File: src/rtl/mem_arbiter_if.sv
`timescale 1ns/1ps
`default_nettype none
// ============================================================================
//  Module   : mem_arbiter_if
//  Purpose  : Two-requester access bus between requesters and mem_arbiter.
//  Revision : 1.0  initial release
// ============================================================================
interface mem_arbiter_if #(
  parameter int M = 32,
  parameter int N = 10
);
  logic         req0;
  logic         req1;
  logic         we0;
  logic         we1;
  logic [N-1:0] addr0;
  logic [N-1:0] addr1;
  logic [M-1:0] wdata0;
  logic [M-1:0] wdata1;
  logic         gnt0;
  logic         gnt1;
  logic         rvalid0;
  logic         rvalid1;
  logic [M-1:0] rdata0;
  logic [M-1:0] rdata1;

  modport master (
    output req0, req1, we0, we1, addr0, addr1, wdata0, wdata1,
    input  gnt0, gnt1, rvalid0, rvalid1, rdata0, rdata1
  );

  modport slave (
    input  req0, req1, we0, we1, addr0, addr1, wdata0, wdata1,
    output gnt0, gnt1, rvalid0, rvalid1, rdata0, rdata1
  );
endinterface
`default_nettype wire

File: src/rtl/mem_arbiter.sv
`timescale 1ns/1ps
`default_nettype none
// ============================================================================
//  Module   : mem_arbiter
//  Purpose  : Round-robin arbiter and zero-initialiser for a shared 1-port RAM.
//  Revision : 1.0  initial release
// ============================================================================
module mem_arbiter #(
  parameter int M = 32,
  parameter int N = 10
) (
  input  logic          clock,
  input  logic          reset_n,
  input  logic          clear_start,
  output logic          busy,
  mem_arbiter_if.slave  bus,
  output logic [N-1:0]  mem_address,
  output logic [M-1:0]  mem_memin,
  output logic          mem_we,
  input  logic [M-1:0]  mem_memout
);

  typedef enum logic [0:0] {
    S_CLEAR = 1'b0,
    S_ARB   = 1'b1
  } state_t;

  state_t       r_state, w_state_nxt;
  logic [N-1:0] r_cnt, w_cnt_nxt;
  logic         r_last, w_last_nxt;
  logic         r_acc_we, w_acc_we_nxt;
  logic [N-1:0] r_addr, w_addr_nxt;
  logic [M-1:0] r_memin, w_memin_nxt;
  logic         r_we, w_we_nxt;
  logic         r_gnt0, w_gnt0_nxt;
  logic         r_gnt1, w_gnt1_nxt;
  logic         r_rvalid0, w_rvalid0_nxt;
  logic         r_rvalid1, w_rvalid1_nxt;
  logic [M-1:0] r_rdata0, w_rdata0_nxt;
  logic [M-1:0] r_rdata1, w_rdata1_nxt;
  logic         r_busy;

  // A requester already in its grant cycle is masked so it is not served twice.
  logic w_elig0, w_elig1, w_sel0, w_sel1;
  assign w_elig0 = bus.req0 & ~r_gnt0;
  assign w_elig1 = bus.req1 & ~r_gnt1;
  assign w_sel0  = w_elig0 & (~w_elig1 | r_last);
  assign w_sel1  = w_elig1 & (~w_elig0 | ~r_last);

  always_comb begin
    w_state_nxt   = r_state;
    w_cnt_nxt     = r_cnt;
    w_last_nxt    = r_last;
    w_acc_we_nxt  = r_acc_we;
    w_addr_nxt    = r_addr;
    w_memin_nxt   = r_memin;
    w_we_nxt      = 1'b0;
    w_gnt0_nxt    = 1'b0;
    w_gnt1_nxt    = 1'b0;
    w_rvalid0_nxt = 1'b0;
    w_rvalid1_nxt = 1'b0;
    w_rdata0_nxt  = r_rdata0;
    w_rdata1_nxt  = r_rdata1;

    // The access in its grant cycle always completes, whatever the state does.
    if (r_gnt0 && !r_acc_we) begin
      w_rdata0_nxt  = mem_memout;
      w_rvalid0_nxt = 1'b1;
    end
    if (r_gnt1 && !r_acc_we) begin
      w_rdata1_nxt  = mem_memout;
      w_rvalid1_nxt = 1'b1;
    end

    case (r_state)
      S_CLEAR: begin
        w_we_nxt    = 1'b1;
        w_addr_nxt  = r_cnt;
        w_memin_nxt = '0;
        w_cnt_nxt   = r_cnt + N'(1);
        if (&r_cnt) begin
          w_state_nxt = S_ARB;
          w_cnt_nxt   = '0;
        end
      end
      S_ARB: begin
        if (clear_start) begin
          w_state_nxt = S_CLEAR;
          w_cnt_nxt   = '0;
        end else if (w_sel0) begin
          w_addr_nxt   = bus.addr0;
          w_memin_nxt  = bus.wdata0;
          w_we_nxt     = bus.we0;
          w_acc_we_nxt = bus.we0;
          w_gnt0_nxt   = 1'b1;
          w_last_nxt   = 1'b0;
        end else if (w_sel1) begin
          w_addr_nxt   = bus.addr1;
          w_memin_nxt  = bus.wdata1;
          w_we_nxt     = bus.we1;
          w_acc_we_nxt = bus.we1;
          w_gnt1_nxt   = 1'b1;
          w_last_nxt   = 1'b1;
        end
      end
      default: w_state_nxt = S_CLEAR;
    endcase
  end

  always_ff @(posedge clock or negedge reset_n) begin
    if (!reset_n) begin
      r_state   <= S_CLEAR;
      r_cnt     <= '0;
      r_last    <= 1'b1;
      r_acc_we  <= 1'b0;
      r_addr    <= '0;
      r_memin   <= '0;
      r_we      <= 1'b0;
      r_gnt0    <= 1'b0;
      r_gnt1    <= 1'b0;
      r_rvalid0 <= 1'b0;
      r_rvalid1 <= 1'b0;
      r_rdata0  <= '0;
      r_rdata1  <= '0;
      r_busy    <= 1'b1;
    end else begin
      r_state   <= w_state_nxt;
      r_cnt     <= w_cnt_nxt;
      r_last    <= w_last_nxt;
      r_acc_we  <= w_acc_we_nxt;
      r_addr    <= w_addr_nxt;
      r_memin   <= w_memin_nxt;
      r_we      <= w_we_nxt;
      r_gnt0    <= w_gnt0_nxt;
      r_gnt1    <= w_gnt1_nxt;
      r_rvalid0 <= w_rvalid0_nxt;
      r_rvalid1 <= w_rvalid1_nxt;
      r_rdata0  <= w_rdata0_nxt;
      r_rdata1  <= w_rdata1_nxt;
      r_busy    <= (w_state_nxt == S_CLEAR);
    end
  end

  assign busy        = r_busy;
  assign mem_address = r_addr;
  assign mem_memin   = r_memin;
  assign mem_we      = r_we;
  assign bus.gnt0    = r_gnt0;
  assign bus.gnt1    = r_gnt1;
  assign bus.rvalid0 = r_rvalid0;
  assign bus.rvalid1 = r_rvalid1;
  assign bus.rdata0  = r_rdata0;
  assign bus.rdata1  = r_rdata1;

endmodule
`default_nettype wire

File: src/flat_wrapper.sv
// flat-port wrapper written by rule: the top's interface ports become plain ports
module mem_arbiter_flat 
#(
  parameter int M = 32,
  parameter int N = 10
)
  (clock, reset_n, clear_start, busy, mem_address, mem_memin, mem_we, mem_memout, bus_req0, bus_req1, bus_we0, bus_we1, bus_addr0, bus_addr1, bus_wdata0, bus_wdata1, bus_gnt0, bus_gnt1, bus_rvalid0, bus_rvalid1, bus_rdata0, bus_rdata1);
  mem_arbiter_if #(.M(M), .N(N)) bus_i ();
  input  logic clock;
  input  logic reset_n;
  input  logic clear_start;
  output logic busy;
  output logic [N-1:0] mem_address;
  output logic [M-1:0] mem_memin;
  output logic mem_we;
  input  logic [M-1:0] mem_memout;
  input wire logic [$bits(bus_i.req0)-1:0] bus_req0;
  input wire logic [$bits(bus_i.req1)-1:0] bus_req1;
  input wire logic [$bits(bus_i.we0)-1:0] bus_we0;
  input wire logic [$bits(bus_i.we1)-1:0] bus_we1;
  input wire logic [$bits(bus_i.addr0)-1:0] bus_addr0;
  input wire logic [$bits(bus_i.addr1)-1:0] bus_addr1;
  input wire logic [$bits(bus_i.wdata0)-1:0] bus_wdata0;
  input wire logic [$bits(bus_i.wdata1)-1:0] bus_wdata1;
  output wire logic [$bits(bus_i.gnt0)-1:0] bus_gnt0;
  output wire logic [$bits(bus_i.gnt1)-1:0] bus_gnt1;
  output wire logic [$bits(bus_i.rvalid0)-1:0] bus_rvalid0;
  output wire logic [$bits(bus_i.rvalid1)-1:0] bus_rvalid1;
  output wire logic [$bits(bus_i.rdata0)-1:0] bus_rdata0;
  output wire logic [$bits(bus_i.rdata1)-1:0] bus_rdata1;
  assign bus_i.req0 = bus_req0;
  assign bus_i.req1 = bus_req1;
  assign bus_i.we0 = bus_we0;
  assign bus_i.we1 = bus_we1;
  assign bus_i.addr0 = bus_addr0;
  assign bus_i.addr1 = bus_addr1;
  assign bus_i.wdata0 = bus_wdata0;
  assign bus_i.wdata1 = bus_wdata1;
  assign bus_gnt0 = bus_i.gnt0;
  assign bus_gnt1 = bus_i.gnt1;
  assign bus_rvalid0 = bus_i.rvalid0;
  assign bus_rvalid1 = bus_i.rvalid1;
  assign bus_rdata0 = bus_i.rdata0;
  assign bus_rdata1 = bus_i.rdata1;
  mem_arbiter #(.M(M), .N(N)) u_core (.clock(clock), .reset_n(reset_n), .clear_start(clear_start), .busy(busy), .bus(bus_i), .mem_address(mem_address), .mem_memin(mem_memin), .mem_we(mem_we), .mem_memout(mem_memout));
endmodule
File: config.mk
export PLATFORM = sky130hd
export DESIGN_NAME = mem_arbiter_flat
export DESIGN_NICKNAME = d
export VERILOG_FILES = /design/src/rtl/mem_arbiter_if.sv /design/src/rtl/mem_arbiter.sv /design/src/flat_wrapper.sv
export SDC_FILE = /design/constraint.sdc
export NUM_CORES = 1
export LEC_CHECK = 0
export ABC_AREA = 1
export ABC_CLOCK_PERIOD_IN_PS = 2410
export CORE_ASPECT_RATIO = 1.4
export CORE_UTILIZATION = 40
export CTS_CLUSTER_SIZE = 10
export DETAILED_ROUTE_END_ITERATION = 10
export GPL_TIMING_DRIVEN = 0
export PLACE_DENSITY = 0.73
export SYNTH_ARGS = -nofsm -noshare
export SYNTH_HDL_FRONTEND = slang
export SYNTH_SLANG_ARGS = --single-unit
File: constraint.sdc
create_clock -name clock -period 2.41 [get_ports clock]
set_input_delay 0.482 -clock clock [delete_from_list [all_inputs] [get_ports clock]]
set_output_delay 0.482 -clock clock [all_outputs]
set_load 0.02 [all_outputs]
# After elaboration in Yosys (flattened, before gate mapping)
# Cells that the tools add are included.
# word_totals
ff_bits	125
latch_bits	0
ram_bits	0
mem_bits_ro	0
out_inout_bits	112
word_cells	70
mem_count	0
# classes
n_addsub	1
n_mul	0
n_div	0
magnitude_cmp	0
eq_ne	3
shifts	0
n_mux	31
n_bitwise	14
reduce_logical	7
# ops
op	n
$mux 32	3
$pmux 32 s2	1
$mux 10	5
$pmux 10 s2	2
$mux 1	18
$add 10x1->10 const B	1
$reduce_and 10->1	1
$not 1->1	8
$and 1x1->1	4
$ne 2x2->1 const B	2
$pmux 1 s2	2
$ne 3x3->1 const B	1
$reduce_and 3->1	1
$logic_and 1x1->1	2
$or 1x1->1	2
$reduce_and 2->1	1
$reduce_bool 2->1	1
$logic_not 1->1	1

# Longest topological paths before layout
# Gate-level depths: netlist of run 1.
# logic_depth
depth_word	9
depth_mapped	9
depth_no_buf	8

# Worst setup path before layout of run 1
# OpenSTA, ideal clock, no wires.
# synth_path
kind	reg2reg
start	register u_core.r_gnt0, in the netlist u_core.bus.gnt0
end	register u_core.r_addr[5], in the netlist u_core.mem_address[5]
setup_time_ps	121
t_arrival_ps	1191
t_required_ps	2289
slack_ps	1098
stages_incl_launch_ff	10
path_buffers	1
path_cell_list	dfrtp_1 > inv_1 > nand2_2 > inv_1 > nand2_4 > buf_6 > nand2_1 > nand2_1 > nand2_1 > nand2_1
# synth_via
elab_chain_cells	7
# synth_lines
item	line	source
start, declared	mem_arbiter.sv:35	logic r_gnt0, w_gnt0_nxt;
start signal, assigned	mem_arbiter.sv:134	r_gnt0 <= w_gnt0_nxt;
$not 1->1 *	mem_arbiter.sv:45	assign w_elig0 = bus.req0 & ~r_gnt0;
$and 1x1->1 *	mem_arbiter.sv:45	
$not 1->1	mem_arbiter.sv:48	assign w_sel1 = w_elig1 & (~w_elig0 | ~r_last);
$or 1x1->1	mem_arbiter.sv:48	
$and 1x1->1	mem_arbiter.sv:48	
$ne 3x3->1 (no source line)	-	
$reduce_and 2->1 (no source line)	-	
end signal, assigned	mem_arbiter.sv:131	r_addr <= w_addr_nxt;
end, declared	mem_arbiter.sv:32	logic [N-1:0] r_addr, w_addr_nxt;
# Every way passes the cells marked *; elsewhere a longest branch is shown, timed or not. The select of a mux whose other input is x is not followed.
# A chain may end at the register's enable or synchronous reset.

# Final worst setup path of run 1
# layout_path
start	register u_core.r_busy, in the netlist u_core.busy
end	output port busy
# layout_rtl
item	line	source
start, declared	mem_arbiter.sv:41	logic r_busy;
start signal, assigned	mem_arbiter.sv:140	r_busy <= (w_state_nxt == S_CLEAR);
end, declared	flat_wrapper.sv:12	output logic busy;
# No word-level cell between the ends.

==> results of run 1 <==
repair_timing:
action | CTS | global route
hold buffers | 1 | 0
endpoints found under the setup margin | 0 | 0
endpoints found under the hold margin | 28 | 0
buffers inserted | 0 | 0
flip-flops by register name (all words and copies together) (netlist names), 10 cells and up:
signal	count
u_core.r_cnt	10
u_core.mem_address	10
u_core.bus.rdata1	32
u_core.mem_memin	32
u_core.bus.rdata0	32
layout make-up:
cell class / instances / share of cell area [%]
sequential: 125 / 35.9
timing repair buffer: 236 / 27.3
multi-input combinational: 471 / 22.8
clock buffer: 19 / 5.07
inverter: 62 / 2.67
tap: 182 / 2.61
buffer: 29 / 2.35
clock inverter: 13 / 1.33
worst min-delay path, cell delays in order (launching register included):
cell and delay [ns]:
dfrtp_1 0.34, nand2_1 0.05, nand2_1 0.05
metal layers:
metal	track usage, %	vias to the layer above	share of wire [%]
met5	0	-	0
met4	8.31	0	1.8
met3	8.82	27	9.2
met2	41.2	205	50
met1	25.2	2349	39
li1	-	2610	-
power groups by stage:
| stage | combinational [uW] | clock [uW] | sequential (uW) |
|---|---|---|---|
| finish | 1520 | 2400 | 2560 |
| global placement | 1500 | 0 | 2580 |
| detailed placement | 1530 | 0 | 2590 |
| floorplan | 488 | 0 | 2820 |
| global route | 1690 | 2540 | 2590 |
| CTS | 1540 | 2440 | 2560 |
cells by family after synthesis:
group / count (synthesis) / share of synthesized area [%]
AND/OR/NAND/NOR: 381 / 26.7
flip-flops: 125 / 56.3
buffers and inverters: 91 / 7.87
AO/OA/AOI/OAI: 87 / 8.57
XOR/XNOR: 2 / 0.315
adder cells (fa/ha/maj): 1 / 0.225
worst min path at each step:
stage                         start                    to  slack [ns]  cells after the start
2_1_floorplan               reset_n       u_core.bus.gnt0        0.19                      0
3_3_place_gp   u_core.mem_memin[16]  u_core.mem_memin[16]        0.46                      2
3_5_place_dp                reset_n   u_core.mem_memin[4]        0.38                      1
4_1_cts        u_core.mem_memin[15]  u_core.mem_memin[15]        0.48                      2
5_1_grt        u_core.bus.rdata0[3]  u_core.bus.rdata0[3]        0.50                      2
6_report       u_core.mem_memin[15]  u_core.mem_memin[15]        0.48                      2
cells in the final DEF, fill, tap and decap left out, types with 2 or more instances in the layout:
cell type,instances
nand2_1,341
clkdlybuf4s50_1,233
dfrtp_1,123
inv_1,58
o21ai_0,48
o21ai_1,20
nor2_1,17
clkbuf_16,17
nand3_1,13
buf_6,13
clkbuf_1,13
a21oi_1,10
nand2_2,5
buf_2,5
o22ai_1,5
inv_2,4
clkinv_2,4
clkinvlp_4,3
clkinv_4,3
a21oi_4,2
xor2_1,2
inv_6,2
dfstp_2,2
stage by stage:
step | cell area [sq um] | setup TNS (ns) | cells | hold slack [ns]
final | 8730 | 0 | 1137 | 0.475
after global placement | 8130 | -517.54 | 1103 | 0.461
after global routing | 8730 | 0 | 1137 | 0.496
after floorplan | 5560 | 0 | 687 | 0.186
after CTS | 8730 | 0 | 1137 | 0.481
after detailed placement | 8160 | 0 | 1104 | 0.379
==> results.sh, run 1 <==
export IMPL_status="completed"
export IMPL_synth_most_common_cell="nand2_1"
export IMPL_num_antenna_cells=0
export IMPL_switchingPower_uw=1920
export IMPL_crit_path_start="u_core.busy"
export IMPL_crit_end="busy"
export IMPL_clock_sinks=125
export IMPL_multi_input_area_sq_mm=0.00199
export IMPL_maxCapViolCount=0
export IMPL_period_share_pct=84.2
export IMPL_h_tree_depth=4
export IMPL_antenna_found_initial=0
export IMPL_clk_latency_ns=0.41
export IMPL_grt_pass1_vias=5365
export IMPL_drtPass1Iterations=4
export IMPL_grt_usage_pct=23.4
export IMPL_drtIter0Drc=155
export IMPL_routed_via_density=4.57
export IMPL_yosysSeqAreaShare_pct=56.3
export IMPL_seqPwrFrac_pct=39.5
export IMPL_root_buffer="clkbuf_16"
export IMPL_syn_nets=811
export IMPL_place_hpwl_um=11800
export IMPL_power_uw=6480
export IMPL_clk_pin_slew_ns=0.06
export IMPL_core_region_area_sq_mm=0.0135
export IMPL_cp_depth=1
export IMPL_grt_overflow_total=0
export IMPL_endpoint_kind="primary output"
export IMPL_antenna_left=0
export IMPL_synth_edff_count=0
export IMPL_floorplan_initialDensity_pct=41.3
export IMPL_r2r_end="u_core.mem_address[3]"
export IMPL_clkPwrFrac_pct=37.0
export IMPL_via_count=5191
export IMPL_slew_headroom_pct=64.2
export IMPL_path_buf_inv=1
export IMPL_hold_viol_final=0
export IMPL_ctsResizeCount=0
export IMPL_powerDensity_mw_per_mm2=742
export IMPL_peakVddDrop_v=0.000439
export IMPL_maxSlewViolCount=0
export IMPL_tritoncts="done"
export IMPL_die_w_um=102
export IMPL_rows=50
export IMPL_place_congestion=0.868
export IMPL_path_delay_family="buffers and inverters"
export IMPL_pin_count=235
export IMPL_yosysUniqueCellTypes=25
export IMPL_cts_buffer_depth=2
export IMPL_p_int_uw=4560
export IMPL_place_ws_ns=0.414
export IMPL_cts_buffers=17
export IMPL_cp_start_kind="register"
export IMPL_drc=0
export IMPL_synth_seq_cells=125
export IMPL_synth_main_ff_cell="dfrtp_1"
export IMPL_swShare_pct=29.6
export IMPL_path_class="reg -> out"
export IMPL_cp_slowest_cell="clkdlybuf4s50_1"
export IMPL_regArea_sq_mm=0.00313
export IMPL_worstHoldPathType="reg -> reg"
export IMPL_yosysTopAreaCell="dfrtp_1"
export IMPL_grt_max_degree=97
export IMPL_fin_crit_ns=2.03
export IMPL_drive_above_1_share_pct=7.12
export IMPL_cp_arrival_ns=1.55
export IMPL_setup_violations=0
export IMPL_die_area_sq_mm=0.0144
export IMPL_crit_chain="clkdlybuf4s50_1"
export IMPL_final_util_pct=64.9
export IMPL_syn_cell_area_sq_mm=0.00556
export IMPL_routed_wirelength_um=15700
export IMPL_syn_to_final_growth_pct=57.0
export IMPL_r2r_start="u_core.r_last"
export IMPL_fmax_ghz=0.493
export IMPL_wl_per_cell_um=13.8
export IMPL_dieHeight_um=142
export IMPL_synth_top_area_share_pct=55.3
export IMPL_fin_ws_ns=0.381
export IMPL_cp_required_ns=1.93
export IMPL_rr_worst_depth=7
export IMPL_crit_fanout=1
export IMPL_io_buffer_count=234
export IMPL_async_reset_ff_share_pct=100
export IMPL_critical_path_max_stage_delay_ns=0.62
export IMPL_leakage_uw=0.00444
export IMPL_ff2ff_setup_slack_ns=0.88
export IMPL_skew_ns=0.00816
export IMPL_worstMarginPinSlew_ns=0.537
export IMPL_grt_setup_unrepaired="false"
export IMPL_yosysWarnings=0
export IMPL_grt_pass1_wl_um=25900
export IMPL_syn_instance_count=687
export IMPL_avgSynthCellArea_sq_um=8.10
export IMPL_synth_area_leaders="dfrtp_1 (55%), nand2_1 (23%), o21ai_0 (4.3%)"
export IMPL_num_fill_cells=1144
export IMPL_combPwrFrac_pct=23.5
export IMPL_synthTopCellsByCount="nand2_1 (341), dfrtp_1 (123), inv_1 (58)"
export IMPL_nets=1066
Power figures use the tool's default switching activity.
==> run 2, diff against run 1 <==
ABC_CLOCK_PERIOD_IN_PS = 1700   (was 2410)
CORE_UTILIZATION = 39   (was 40)
PLACE_DENSITY = 0.74   (was 0.73)
clock period = 1.7 ns   (was 2.41 ns; I/O delays follow)
==> run 2 against run 1 <==
Against the previous run:
- count of clock-buffer cells in the layout fell by 1
- via count rose by 0.65%
- global-route usage down 0.90 points
- clock power is 59% higher
- flip-flop and latch count stayed put
- sequential share of layout area increased by 0.28 points
- largest cell class unchanged
- clock skew is 0.0011 ns higher
- utilization down 2.6 points
- highest routed layer unchanged
- first-iteration DRC count grew 4.5%
- power up 45%
- critical endpoint unchanged
- die area up 2.5%
- non-clock buffer count did not move
==> results.sh, run 2 (synthesis results as in run 1) <==
export IMPL_powerDensity_mw_per_mm2=1080
export IMPL_routed_wirelength_um=15700
export IMPL_clock_sinks=125
export IMPL_leakage_uw=0.00466
export IMPL_wl_per_cell_um=13.8
export IMPL_drive_above_1_share_pct=7.23
export IMPL_clk_latency_ns=0.42
export IMPL_endpoint_kind="primary output"
export IMPL_tritoncts="done"
export IMPL_antenna_found_initial=0
export IMPL_rows=51
export IMPL_grt_pass1_wl_um=25400
export IMPL_syn_to_final_growth_pct=55.7
export IMPL_root_buffer="clkbuf_16"
export IMPL_num_fill_cells=1278
export IMPL_grt_setup_unrepaired="false"
export IMPL_hold_ws_ns=0.387
export IMPL_pin_count=235
export IMPL_final_util_pct=62.3
export IMPL_drtPass1Iterations=4
export IMPL_io_buffer_count=234
export IMPL_skew_ns=0.00930
export IMPL_maxCapViolCount=0
export IMPL_drtIter0Drc=162
export IMPL_nets=1066
export IMPL_cp_arrival_ns=1.28
export IMPL_grt_overflow_total=0
export IMPL_clk_pin_slew_ns=0.06
export IMPL_drc=0
export IMPL_power_uw=9380
export IMPL_setup_violations=0
export IMPL_floorplan_initialDensity_pct=40.0
export IMPL_place_congestion=0.850
export IMPL_worstHoldPathType="in -> async"
export IMPL_critical_path_max_stage_delay_ns=0.51
export IMPL_place_hpwl_um=11800
export IMPL_layout_commonest_cell="nand2_1"
export IMPL_cp_required_ns=1.36
export IMPL_dieHeight_um=143
export IMPL_h_tree_depth=4
export IMPL_status="completed"
export IMPL_die_area_sq_mm=0.0147
export IMPL_tns_ns=0
export IMPL_via_count=5225
export IMPL_cp_slowest_cell="dfstp_2"
export IMPL_cts_buffer_depth=2
export IMPL_num_antenna_cells=0
export IMPL_fmax_ghz=0.619
export IMPL_path_class="reg -> out"
export IMPL_core_region_area_sq_mm=0.0139
export IMPL_grt_usage_pct=22.5
export IMPL_hold_viol_final=0
export IMPL_path_delay_family="flip-flops"
export IMPL_period_share_pct=95.0
export IMPL_path_buf_inv=1
export IMPL_worstMarginPinSlew_ns=0.542
export IMPL_mostFrequentLayoutCells="nand2_1 (341), dfrtp_1 (123), clkdlybuf4s50_1 (121)"
export IMPL_antenna_left=0
export IMPL_routed_via_density=4.58
export IMPL_maxSlewViolCount=0
export IMPL_die_w_um=103
export IMPL_slew_headroom_pct=63.8
export IMPL_cts_buffers=17
export IMPL_peakVddDrop_v=0.000547
export IMPL_grt_pass1_vias=5245
export IMPL_grt_max_degree=101
export IMPL_crit_fanout=1
export IMPL_fin_crit_ns=1.62
export IMPL_cp_start_kind="register"
export IMPL_crit_chain="dlygate4sd2_1"
==> run 2: cell count changes in the layout (fill, tap and decap cells not counted), moves of 2 or more <==
| cell | before | now |
|---|---|---|
| clkinv_2 | 4 | 1 |
| bufinv_16 | 1 | 3 |
| dlygate4sd2_1 | 0 | 110 |
| dlymetal6s2s_1 | 0 | 2 |
| inv_6 | 2 | 6 |
| clkdlybuf4s50_1 | 233 | 121 |
==> run 2: worst paths after layout <==
check / slack, ns / from / depth (start not counted) / endpoint
max: 0.08 / u_core.busy / 1 / busy
min: 0.39 / reset_n / 2 / u_core.bus.rdata1[10]
max reg2reg: 0.20 / u_core.r_last / 7 / u_core.mem_address[3]
min reg2reg: 0.47 / u_core.mem_memin[31] / 2 / u_core.mem_memin[31]
max in group asynchronous: 0.51 / reset_n / 3 / u_core.busy
min in group clock: 0.47 / u_core.mem_memin[31] / 2 / u_core.mem_memin[31]
==> run 2: metal layers <==
metal	part of all wire, %	vias up	GRT usage [%]	wire length [um]
met4	2.1	0	8.15	329
met3	7.5	22	6.61	1180
met1	39	2380	24.3	6070
met5	0	-	0	0
met2	52	199	40.9	8100
li1	-	2624	-	-
==> run 2: layout make-up <==
class	count	area [sq um]	share of cell area [%]
Multi-Input combinational cell	471	1990	23.0
Inverter	62	233	2.69
Timing Repair Buffer	236	2250	26.0
Tap cell	185	231	2.67
Buffer	29	205	2.37
Sequential cell	125	3130	36.1
Clock inverter	14	180	2.08
Clock buffer	18	439	5.07
==> run 2: per-stage QoR <==
stage / instances / worst slack (ns) / area, sq um
after floorplan: 687 / 0.388 / 5560
after global placement: 1106 / -4.68 / 8140
after detailed placement: 1107 / -0.191 / 8160
after CTS: 1140 / 0.000745 / 8660
after global routing: 1140 / 0.0560 / 8660
final: 1140 / 0.0845 / 8660
==> run 2: what timing repair did <==
action                     4_1_cts  5_1_grt
setup endpoints to repair      110        2
hold buffers                     1        0
gates cloned                     0        0
resized for setup              110        2
buffers inserted                 0        0
hold endpoints to repair        25        0
==> run 2: where the power goes <==
group | switching, uW | total [uW] | internal [uW]
registers | 266 | 3630 | 3360
logic | 1100 | 1950 | 851
clock network | 1440 | 3810 | 2370
